`config.mk`:
```
export PLATFORM = sky130hd
export DESIGN_NAME = baud_gen_frac
export DESIGN_NICKNAME = d
export VERILOG_FILES = /design/src/rtl/uart_pkg.sv /design/src/rtl/baud_frac_acc.sv /design/src/rtl/baud_gen_frac.sv
export SDC_FILE = /design/constraint.sdc
export NUM_CORES = 1
export LEC_CHECK = 0
export BUFFER_PORTS_ARGS = -buffer_cell sky130_fd_sc_hd__clkbuf_2
export CAP_MARGIN = 20
export CORE_MARGIN = 2
export CORE_UTILIZATION = 50
export CTS_BUF_LIST = sky130_fd_sc_hd__clkbuf_8 sky130_fd_sc_hd__clkbuf_16
export DETAILED_ROUTE_END_ITERATION = 12
export PLACE_DENSITY = 0.64
export SLEW_MARGIN = 20
export SYNTH_ARGS = -nofsm -noshare
export SYNTH_HDL_FRONTEND = slang
export SYNTH_HIERARCHICAL = 1
export SYNTH_SLANG_ARGS = --single-unit
```
`constraint.sdc`:
```
create_clock -name clk -period 8.2 [get_ports clk]
set_clock_uncertainty 0.2 [all_clocks]
set_input_delay 0.82 -clock clk [delete_from_list [all_inputs] [get_ports clk]]
set_output_delay 0.82 -clock clk [all_outputs]
set_load 0.005 [all_outputs]
```
`src/rtl/uart_pkg.sv`:
```
// Purpose: default baud constants shared by the UART RX, TX and baud generator.
// Latency: none (constants only).
// Backpressure: none.
package uart_pkg;

  localparam int UART_DIV_W      = 16;
  localparam int UART_FRAC_W     = 4;
  localparam int UART_OSR        = 16;
  localparam int UART_RESET_INT  = 54;
  localparam int UART_RESET_FRAC = 0;

  // Smallest integer divisor that still gives a tick period of two or more cycles.
  localparam int UART_MIN_DIV    = 2;

endpackage

```
`src/rtl/baud_frac_acc.sv`:
```
// Purpose: fractional divider core; counts int_a (+1 on fractional carry) cycles per raw tick.
// Latency: tick is registered, high the cycle after the terminal edge; hit is the same-cycle terminal flag.
// Backpressure: none; en low freezes the counters, clr realigns the phase.
// Ports: clk, reset (async active-low), en, clr, int_a/frac_a (active divisor),
//        hit (comb: this edge is a tick edge), tick (registered strobe).
module baud_frac_acc #(
  parameter int DIV_W  = 16,
  parameter int FRAC_W = 4
) (
  input  logic              clk,
  input  logic              reset,
  input  logic              en,
  input  logic              clr,
  input  logic [DIV_W-1:0]  int_a,
  input  logic [FRAC_W-1:0] frac_a,
  output logic              hit,
  output logic              tick
);

  logic [DIV_W-1:0]  cnt;
  logic [FRAC_W-1:0] acc;
  logic              extra;
  logic [DIV_W:0]    term;
  logic [FRAC_W:0]   sum;

  // One extra bit so int_a = max with extra = 1 does not wrap.
  assign term = {1'b0, int_a} - (DIV_W+1)'(1) + {{DIV_W{1'b0}}, extra};
  assign sum  = {1'b0, acc} + {1'b0, frac_a};

  // >= rather than == so a divisor that shrinks while disabled ends the
  // period instead of letting cnt run round the whole counter range.
  assign hit  = en && !clr && ({1'b0, cnt} >= term);

  always_ff @(posedge clk or negedge reset) begin
    if (!reset) begin
      cnt   <= '0;
      acc   <= '0;
      extra <= 1'b0;
      tick  <= 1'b0;
    end else if (clr) begin
      cnt   <= '0;
      acc   <= '0;
      extra <= 1'b0;
      tick  <= 1'b0;
    end else if (!en) begin
      tick  <= 1'b0;
    end else if (hit) begin
      cnt          <= '0;
      tick         <= 1'b1;
      {extra, acc} <= sum;
    end else begin
      cnt   <= cnt + DIV_W'(1);
      tick  <= 1'b0;
    end
  end

endmodule

```
`src/rtl/baud_gen_frac.sv`:
```
// Purpose: fractional baud generator: oversample tick plus bit_tick every OSR ticks, double-buffered divisor.
// Latency: all outputs registered; a loaded divisor takes effect from the period after the next tick.
// Backpressure: none; en low freezes state, clr realigns phase, bad loads pulse cfg_err.
// Ports: clk, reset (async active-low), en, clr, load, dvsr_int, dvsr_frac,
//        tick, bit_tick, cfg_err (all outputs one-cycle registered strobes).
module baud_gen_frac
  import uart_pkg::*;
#(
  parameter int DIV_W      = UART_DIV_W,
  parameter int FRAC_W     = UART_FRAC_W,
  parameter int OSR        = UART_OSR,
  parameter int RESET_INT  = UART_RESET_INT,
  parameter int RESET_FRAC = UART_RESET_FRAC
) (
  input  logic              clk,
  input  logic              reset,
  input  logic              en,
  input  logic              clr,
  input  logic              load,
  input  logic [DIV_W-1:0]  dvsr_int,
  input  logic [FRAC_W-1:0] dvsr_frac,
  output logic              tick,
  output logic              bit_tick,
  output logic              cfg_err
);

  localparam int OSR_W = $clog2(OSR);

  logic [DIV_W-1:0]  int_a, int_s;
  logic [FRAC_W-1:0] frac_a, frac_s;
  logic              pend;
  logic [OSR_W-1:0]  osr_cnt;
  logic              hit;
  logic              load_ok, load_bad, apply_pend;

  baud_frac_acc #(
    .DIV_W  (DIV_W),
    .FRAC_W (FRAC_W)
  ) u_acc (
    .clk    (clk),
    .reset  (reset),
    .en     (en),
    .clr    (clr),
    .int_a  (int_a),
    .frac_a (frac_a),
    .hit    (hit),
    .tick   (tick)
  );

  assign load_ok    = load && (dvsr_int >= DIV_W'(UART_MIN_DIV));
  assign load_bad   = load && !load_ok;
  // The shadow is swapped in at a period boundary, or while frozen (no period in flight).
  assign apply_pend = pend && (hit || (!clr && !en));

  // Divisor double buffer and load error strobe.
  always_ff @(posedge clk or negedge reset) begin
    if (!reset) begin
      int_a   <= DIV_W'(RESET_INT);
      frac_a  <= FRAC_W'(RESET_FRAC);
      int_s   <= DIV_W'(RESET_INT);
      frac_s  <= FRAC_W'(RESET_FRAC);
      pend    <= 1'b0;
      cfg_err <= 1'b0;
    end else begin
      cfg_err <= load_bad;
      if (load_ok && hit) begin
        // Load on a tick edge: the next period already uses the new divisor.
        int_a  <= dvsr_int;
        frac_a <= dvsr_frac;
        pend   <= 1'b0;
      end else begin
        if (apply_pend) begin
          int_a  <= int_s;
          frac_a <= frac_s;
        end
        if (load_ok) begin
          int_s  <= dvsr_int;
          frac_s <= dvsr_frac;
          pend   <= 1'b1;
        end else if (apply_pend) begin
          pend   <= 1'b0;
        end
      end
    end
  end

  // Oversample divider: bit_tick coincides with every OSR-th tick.
  always_ff @(posedge clk or negedge reset) begin
    if (!reset) begin
      osr_cnt  <= '0;
      bit_tick <= 1'b0;
    end else if (clr) begin
      osr_cnt  <= '0;
      bit_tick <= 1'b0;
    end else if (hit) begin
      if (osr_cnt == OSR_W'(OSR - 1)) begin
        osr_cnt  <= '0;
        bit_tick <= 1'b1;
      end else begin
        osr_cnt  <= osr_cnt + OSR_W'(1);
        bit_tick <= 1'b0;
      end
    end else begin
      bit_tick <= 1'b0;
    end
  end

endmodule

```
==> metrics.yaml, run 1 <==
outcome:
  run_status: "finished, final reports clean"
setup_path:
  slowest_stage: "nor3_1"
  worstPathCellList: "or4_4 -> nor3_4 -> nand3_1 -> nor4_1 -> xnor2_1 -> ha_1 -> nand4_1 -> nor4_1 -> nor3_1 -> and3_1 -> nor3_1 -> nand2_1 -> a41oi_2 -> buf_4 -> o21ai_0"
  cp_num_cells: 15
  crit_path_end_kind: "register"
  critPathMaxStageDelay_ns: 0.76
  crit_family: "simple AND/OR/NAND/NOR gates"
  rr_worst_depth: 15
  criticalPathCategory: "reg2reg"
  arrival_ns: 4.93
  worst_setup_path_start_kind: "register"
  r2r_slack_ns: 3.28
  crit_required_ns: 8.22
  crit_fanout: 40
  critical_path_buf_inv_count: 1
detailed_routing:
  post_drt_wl_per_cell_um: 15.8
  initialDrtViolationCount: 182
  routed_wl_um: 8240
  vias_per_cell: 5.62
  first_pass_iters: 4
  vias: 2927
  drc_errors: 0
  ant_nets: 0
timing:
  rsz0062_at_grt: "false"
  tightest_slew_ns: 0.906
  setup-tns-final_ns: 0
  setup_ws_ns: 3.28
  fin_crit_sh_pct: 59.9
  setup_viol: 0
  period_minus_slack_ns: 4.92
  timing.fmax_mhz: 203
  finalHoldViolCount: 0
  slew_viol_final: 0
  maxSlewHeadroom_pct: 39.1
floorplanning:
  initial_core_util_pct: 51.7
  io_pins: 28
  die-width_um: 93.4
  die_area_um2: 8720
  die_h_um: 93.4
  core_um2: 7730
  rows: 32
cts:
  cts_buffers: 9
  h-tree-depth: 3
  cts.hold.buffers_added: 0
  cts_num_sinks: 69
  clk_latency_ns: 0.35
  cts-root-buf: "clkbuf_8"
  postCtsSetupBuffers: 0
  clkTransAtPathRegs_ns: 0.08
  clock_path_buffers: 2
  post_cts_resize_count: 0
  cts_tree: "done"
yosys:
  async_reset_ff_share_pct: 100
  ys_warn_count: 6
  ys_ff_latch: 69
  synth_area_um2: 3990
  synth-edff-count: 0
  synthCells: 386
  synth-main-ff-cell: "dfrtp_1"
  ys_seq_area_share_pct: 43.5
  synth_cell_types: 49
  syn_avg_cell_area_um2: 10.3
  synthesis.nets: 436
power:
  p_leak_uw: 0.00202
  powerDensity_nw_per_um2: 196
  vdd_drop_max_mv: 0.0998
global_routing:
  grt_max_degree: 70
  grt_pass1_vias: 2872
  grt_overflow: 0
  grtUsageTotal_pct: 20.7
  antenna_found_initial: 0
  grt_pass1_wl_um: 14100
final_layout:
  final_common_cell: "dfrtp_1"
  syn2layout_area_growth_pct: 10.7
  nNetsFinal: 464
  nFillCells: 701
  diodes: 0
  drive_gt1_share_pct: 20.0
  mostFrequentLayoutCells: "61 x dfrtp_1, 40 x nand2_1, 30 x o21ai_0, 26 x clkbuf_2, 24 x ha_1"
  fin_util_pct: 57.2
placed_design:
  place_congestion: 0.854
  hpwl_um: 5980
  portBuffers: 27
  dp_worst_setup_slack_ns: 3.32
worst_hold_path:
  hold_path_depth: 1
  hold_class: "reg2reg"
job:
  drv_cap: 0
[final cells by class]
| class | count | area [um2] | share of cell area (%) |
|---|---|---|---|
| Multi-Input combinational cell | 292 | 2140 | 48.5 |
| Sequential cell | 69 | 1740 | 39.3 |
| Timing Repair Buffer | 30 | 158 | 3.57 |
| Clock buffer | 10 | 138 | 3.11 |
| Tap cell | 102 | 128 | 2.89 |
| Clock inverter | 6 | 70.1 | 1.59 |
| Inverter | 12 | 45.0 | 1.02 |
[cell usage after synthesis (2+ instances only)]
library cell	number	share of area (%)
ha_1	24	7.5
inv_1	12	1.1
nor3_1	20	2.5
nor4_1	6	0.94
mux2i_1	22	5.5
mux2_4	19	7.1
nand4_1	7	1.1
a21o_1	4	0.75
a21oi_1	15	1.9
o21ai_0	31	3.9
buf_2	2	0.25
o31ai_1	5	0.94
dfrtp_1	61	38
clkbuf_1	9	0.85
a21boi_0	2	0.38
nand3_1	14	1.8
xnor2_1	15	3.3
xor2_1	10	2.2
nor2_1	21	2.0
a31oi_1	2	0.31
or3_1	4	0.63
nand2_1	40	3.8
and3_1	4	0.63
dfstp_2	8	5.3
a211oi_1	5	0.94
[final timing paths]
check | start | to
max | int_a[5] | frac_a[2]
min | frac_s[2] | frac_s[2]
max reg2reg | int_a[5] | frac_a[2]
min reg2reg | frac_s[2] | frac_s[2]
max in group asynchronous | reset | int_s[9]
min in group asynchronous | reset | u_acc/cnt[2]
[cells by family after synthesis]
kind of cell               after synthesis  share of synthesized area [%]
AOI/OAI and AO/OA                       69                           10.2
xor gates and xnor gates                25                           5.48
adders and majority gates               25                           8.02
buffers and inverters                   25                           3.10
DFF                                     69                           43.5
muxes                                   42                           12.9
and+or+nand+nor                        131                           16.8
[stage by stage]
stage / total power [uW] / cell area, um2 / hold slack, ns / instances
2_1_floorplan: 533 / 3990 / 0.250 / 386
3_3_place_gp: 578 / 4210 / 0.288 / 505
3_5_place_dp: 585 / 4210 / 0.296 / 505
4_1_cts: 872 / 4420 / 0.317 / 521
5_1_grt: 914 / 4420 / 0.330 / 521
6_report: 866 / 4420 / 0.316 / 521
[flip-flops by register name, indices dropped and copies added (netlist names)]
signal,count
bit_tick,1
cfg_err,1
frac_a,4
frac_s,4
int_a,16
int_s,16
osr_cnt,4
pend,1
u_acc/acc,4
u_acc/cnt,16
u_acc/extra,1
u_acc/tick,1
[power breakdown]
part	internal, uW	switching (uW)	leakage (uW)	total [uW]
Sequential	382	40.0	0.000860	422
Clock	151	136	0.0000955	287
Combinational	75.8	81.8	0.00106	158
Total	608	258	0.00202	866
[worst reg2reg max path, cell delays in order, from the launching register on]
cell and delay [ns]:
dfstp_2 0.38, or4_4 0.56, nor3_4 0.18, nand3_1 0.17, nor4_1 0.29, xnor2_1 0.11, ha_1 0.30, nand4_1 0.19
nor4_1 0.32, nor3_1 0.11, and3_1 0.27, nor3_1 0.76, nand2_1 0.22, a41oi_2 0.20, buf_4 0.35, o21ai_0 0.17
[metal layers]
layer  global-route usage (%)  routed length (um)  vias up
met4                     7.72                 133        0
met5                        0                   0        -
met2                     32.1                3760       51
met3                     3.30                 261       13
li1                         -                   -     1453
met1                     29.4                4080     1410
No activity file was read; power rests on OpenSTA's default activity.
==> inputs of run 2 (changes only) <==
==> constraint.sdc (replaced) <==
create_clock -name clk -period 5.1 [get_ports clk]
set_clock_uncertainty 0.2 [all_clocks]
set_input_delay 0.51 -clock clk [delete_from_list [all_inputs] [get_ports clk]]
set_output_delay 0.51 -clock clk [all_outputs]
set_load 0.005 [all_outputs]
==> metrics.yaml, run 2 (synthesis gave the netlist of run 1 again) <==
detailed_routing:
  initialDrtViolationCount: 153
  drc_errors: 0
  vias_per_cell: 5.57
  post_drt_wl_per_cell_um: 15.7
  ant_nets: 0
  first_pass_iters: 4
  routed_wl_um: 8220
  vias: 2906
final_layout:
  final_common_cell: "dfrtp_1"
  multi_input_area_um2: 2140
  nNetsFinal: 465
  nFillCells: 666
  syn2layout_area_growth_pct: 10.7
  mostFrequentLayoutCells: "61 x dfrtp_1, 40 x nand2_1, 30 x o21ai_0, 26 x clkbuf_2, 24 x ha_1"
  design_area_um2: 4420
  regArea_um2: 1740
  drive_gt1_share_pct: 20.2
  reg.largest.list: "int_a (16), int_s (16), u_acc/cnt (16)"
  diodes: 0
  layout.cells.non_filler: 522
timing:
  rsz0062_at_grt: "false"
  fin_crit_sh_pct: 89.3
  setup-tns-final_ns: 0
  finalHoldViolCount: 0
  setup_viol: 0
  slew_viol_final: 0
  timing.fmax_mhz: 220
  maxSlewHeadroom_pct: 40.9
  tightest_slew_ns: 0.886
  period_minus_slack_ns: 4.55
floorplanning:
  die-width_um: 93.4
  rows: 32
  io_pins: 28
  die_h_um: 93.4
  initial_core_util_pct: 51.7
  core_um2: 7730
  die_area_um2: 8720
power:
  p_int_uw: 959
  finalPower_uw: 1370
  vdd_drop_max_mv: 0.212
  powerDensity_nw_per_um2: 309
  seqPwrFrac_pct: 49.5
  comb_power_share_pct: 18.5
  clock_power_share_pct: 32.0
  p_leak_uw: 0.00203
  sw_frac_of_total_pct: 29.8
  p_switching_uw: 406
setup_path:
  critical_path_buf_inv_count: 2
  worstPathCellList: "or4_4 -> nor3_4 -> nand3_1 -> nor4_1 -> xnor2_1 -> ha_1 -> nand4_1 -> nor2_1 -> a211oi_1 -> and3_1 -> nor3_1 -> buf_4 -> inv_1 -> and3_4 -> mux2_2"
  arrival_ns: 4.59
  crit_path_end_kind: "register"
  worst_setup_path_start_kind: "register"
  crit_family: "simple AND/OR/NAND/NOR gates"
  crit_fanout: 21
  critPathMaxStageDelay_ns: 0.56
  crit_required_ns: 5.13
  criticalPathCategory: "reg2reg"
  slowest_stage: "or4_4"
cts:
  clkTransAtPathRegs_ns: 0.08
  cts_tree: "done"
  h-tree-depth: 3
  postCtsSetupBuffers: 0
  cts-root-buf: "clkbuf_8"
  clk_latency_ns: 0.34
  post_cts_resize_count: 0
  cts.hold.buffers_added: 0
  cts_buffers: 9
  cts_num_sinks: 69
  clock_path_buffers: 2
placed_design:
  place_congestion: 0.869
  dpl_cell_area_um2: 4230
  portBuffers: 27
  hpwl_um: 5950
  dp_cells: 506
global_routing:
  grt_max_degree: 70
  antenna_found_initial: 0
  grt_pass1_wl_um: 14100
  grtUsageTotal_pct: 20.5
  grt_pass1_vias: 2852
  grt_overflow: 0
worst_hold_path:
  hold_class: "in2async"
job:
  drv_cap: 0
outcome:
  run_status: "finished, final reports clean"
==> run 2: path summary, 6_finish.rpt <==
kind / from / to / slack (ns) / depth (start not counted)
worst max register to register: int_a[5] / int_s[12] / 0.55 / 15
worst min register to register: int_s[0] / int_s[0] / 0.31 / 1
max in group asynchronous: reset / u_acc/extra / 3.95 / 2
min in group clk: dvsr_int[2] / int_a[2] / 0.19 / 3
worst max-delay path: int_a[5] / int_s[12] / 0.55 / 15
worst min-delay path: reset / u_acc/cnt[6] / 0.17 / 2
==> run 2: stage by stage <==
step           hold WS (ns)  setup slack [ns]  utilization [%]
3_5_place_dp          0.295             0.562             54.8
3_3_place_gp          0.287             0.665             54.8
5_1_grt               0.189             0.106             57.2
6_report              0.173             0.547             57.2
2_1_floorplan        0.0144             0.999                -
4_1_cts               0.175             0.544             57.2
==> run 2: power groups by stage <==
stage | registers, uW | logic, uW | clock network, uW
after floorplan | 667 | 191 | 0
after global placement | 685 | 244 | 0
after detailed placement | 687 | 253 | 0
after CTS | 677 | 255 | 448
after global routing | 685 | 289 | 471
final | 676 | 252 | 437
==> run 2: layout make-up <==
cell class	count	area share (%)
Timing Repair Buffer	31	4.02
Sequential cell	69	39.3
Tap cell	102	2.89
Clock buffer	9	2.80
Clock inverter	7	1.50
Inverter	12	1.02
Multi-Input combinational cell	292	48.5
==> run 2: layer usage <==
layer | wire, um | global-route usage, % | vias to the layer above
met5 | 0 | 0 | -
met3 | 220 | 3.63 | 8
met1 | 4110 | 29.2 | 1407
met2 | 3790 | 32.1 | 42
met4 | 96 | 6.13 | 0
li1 | - | - | 1449
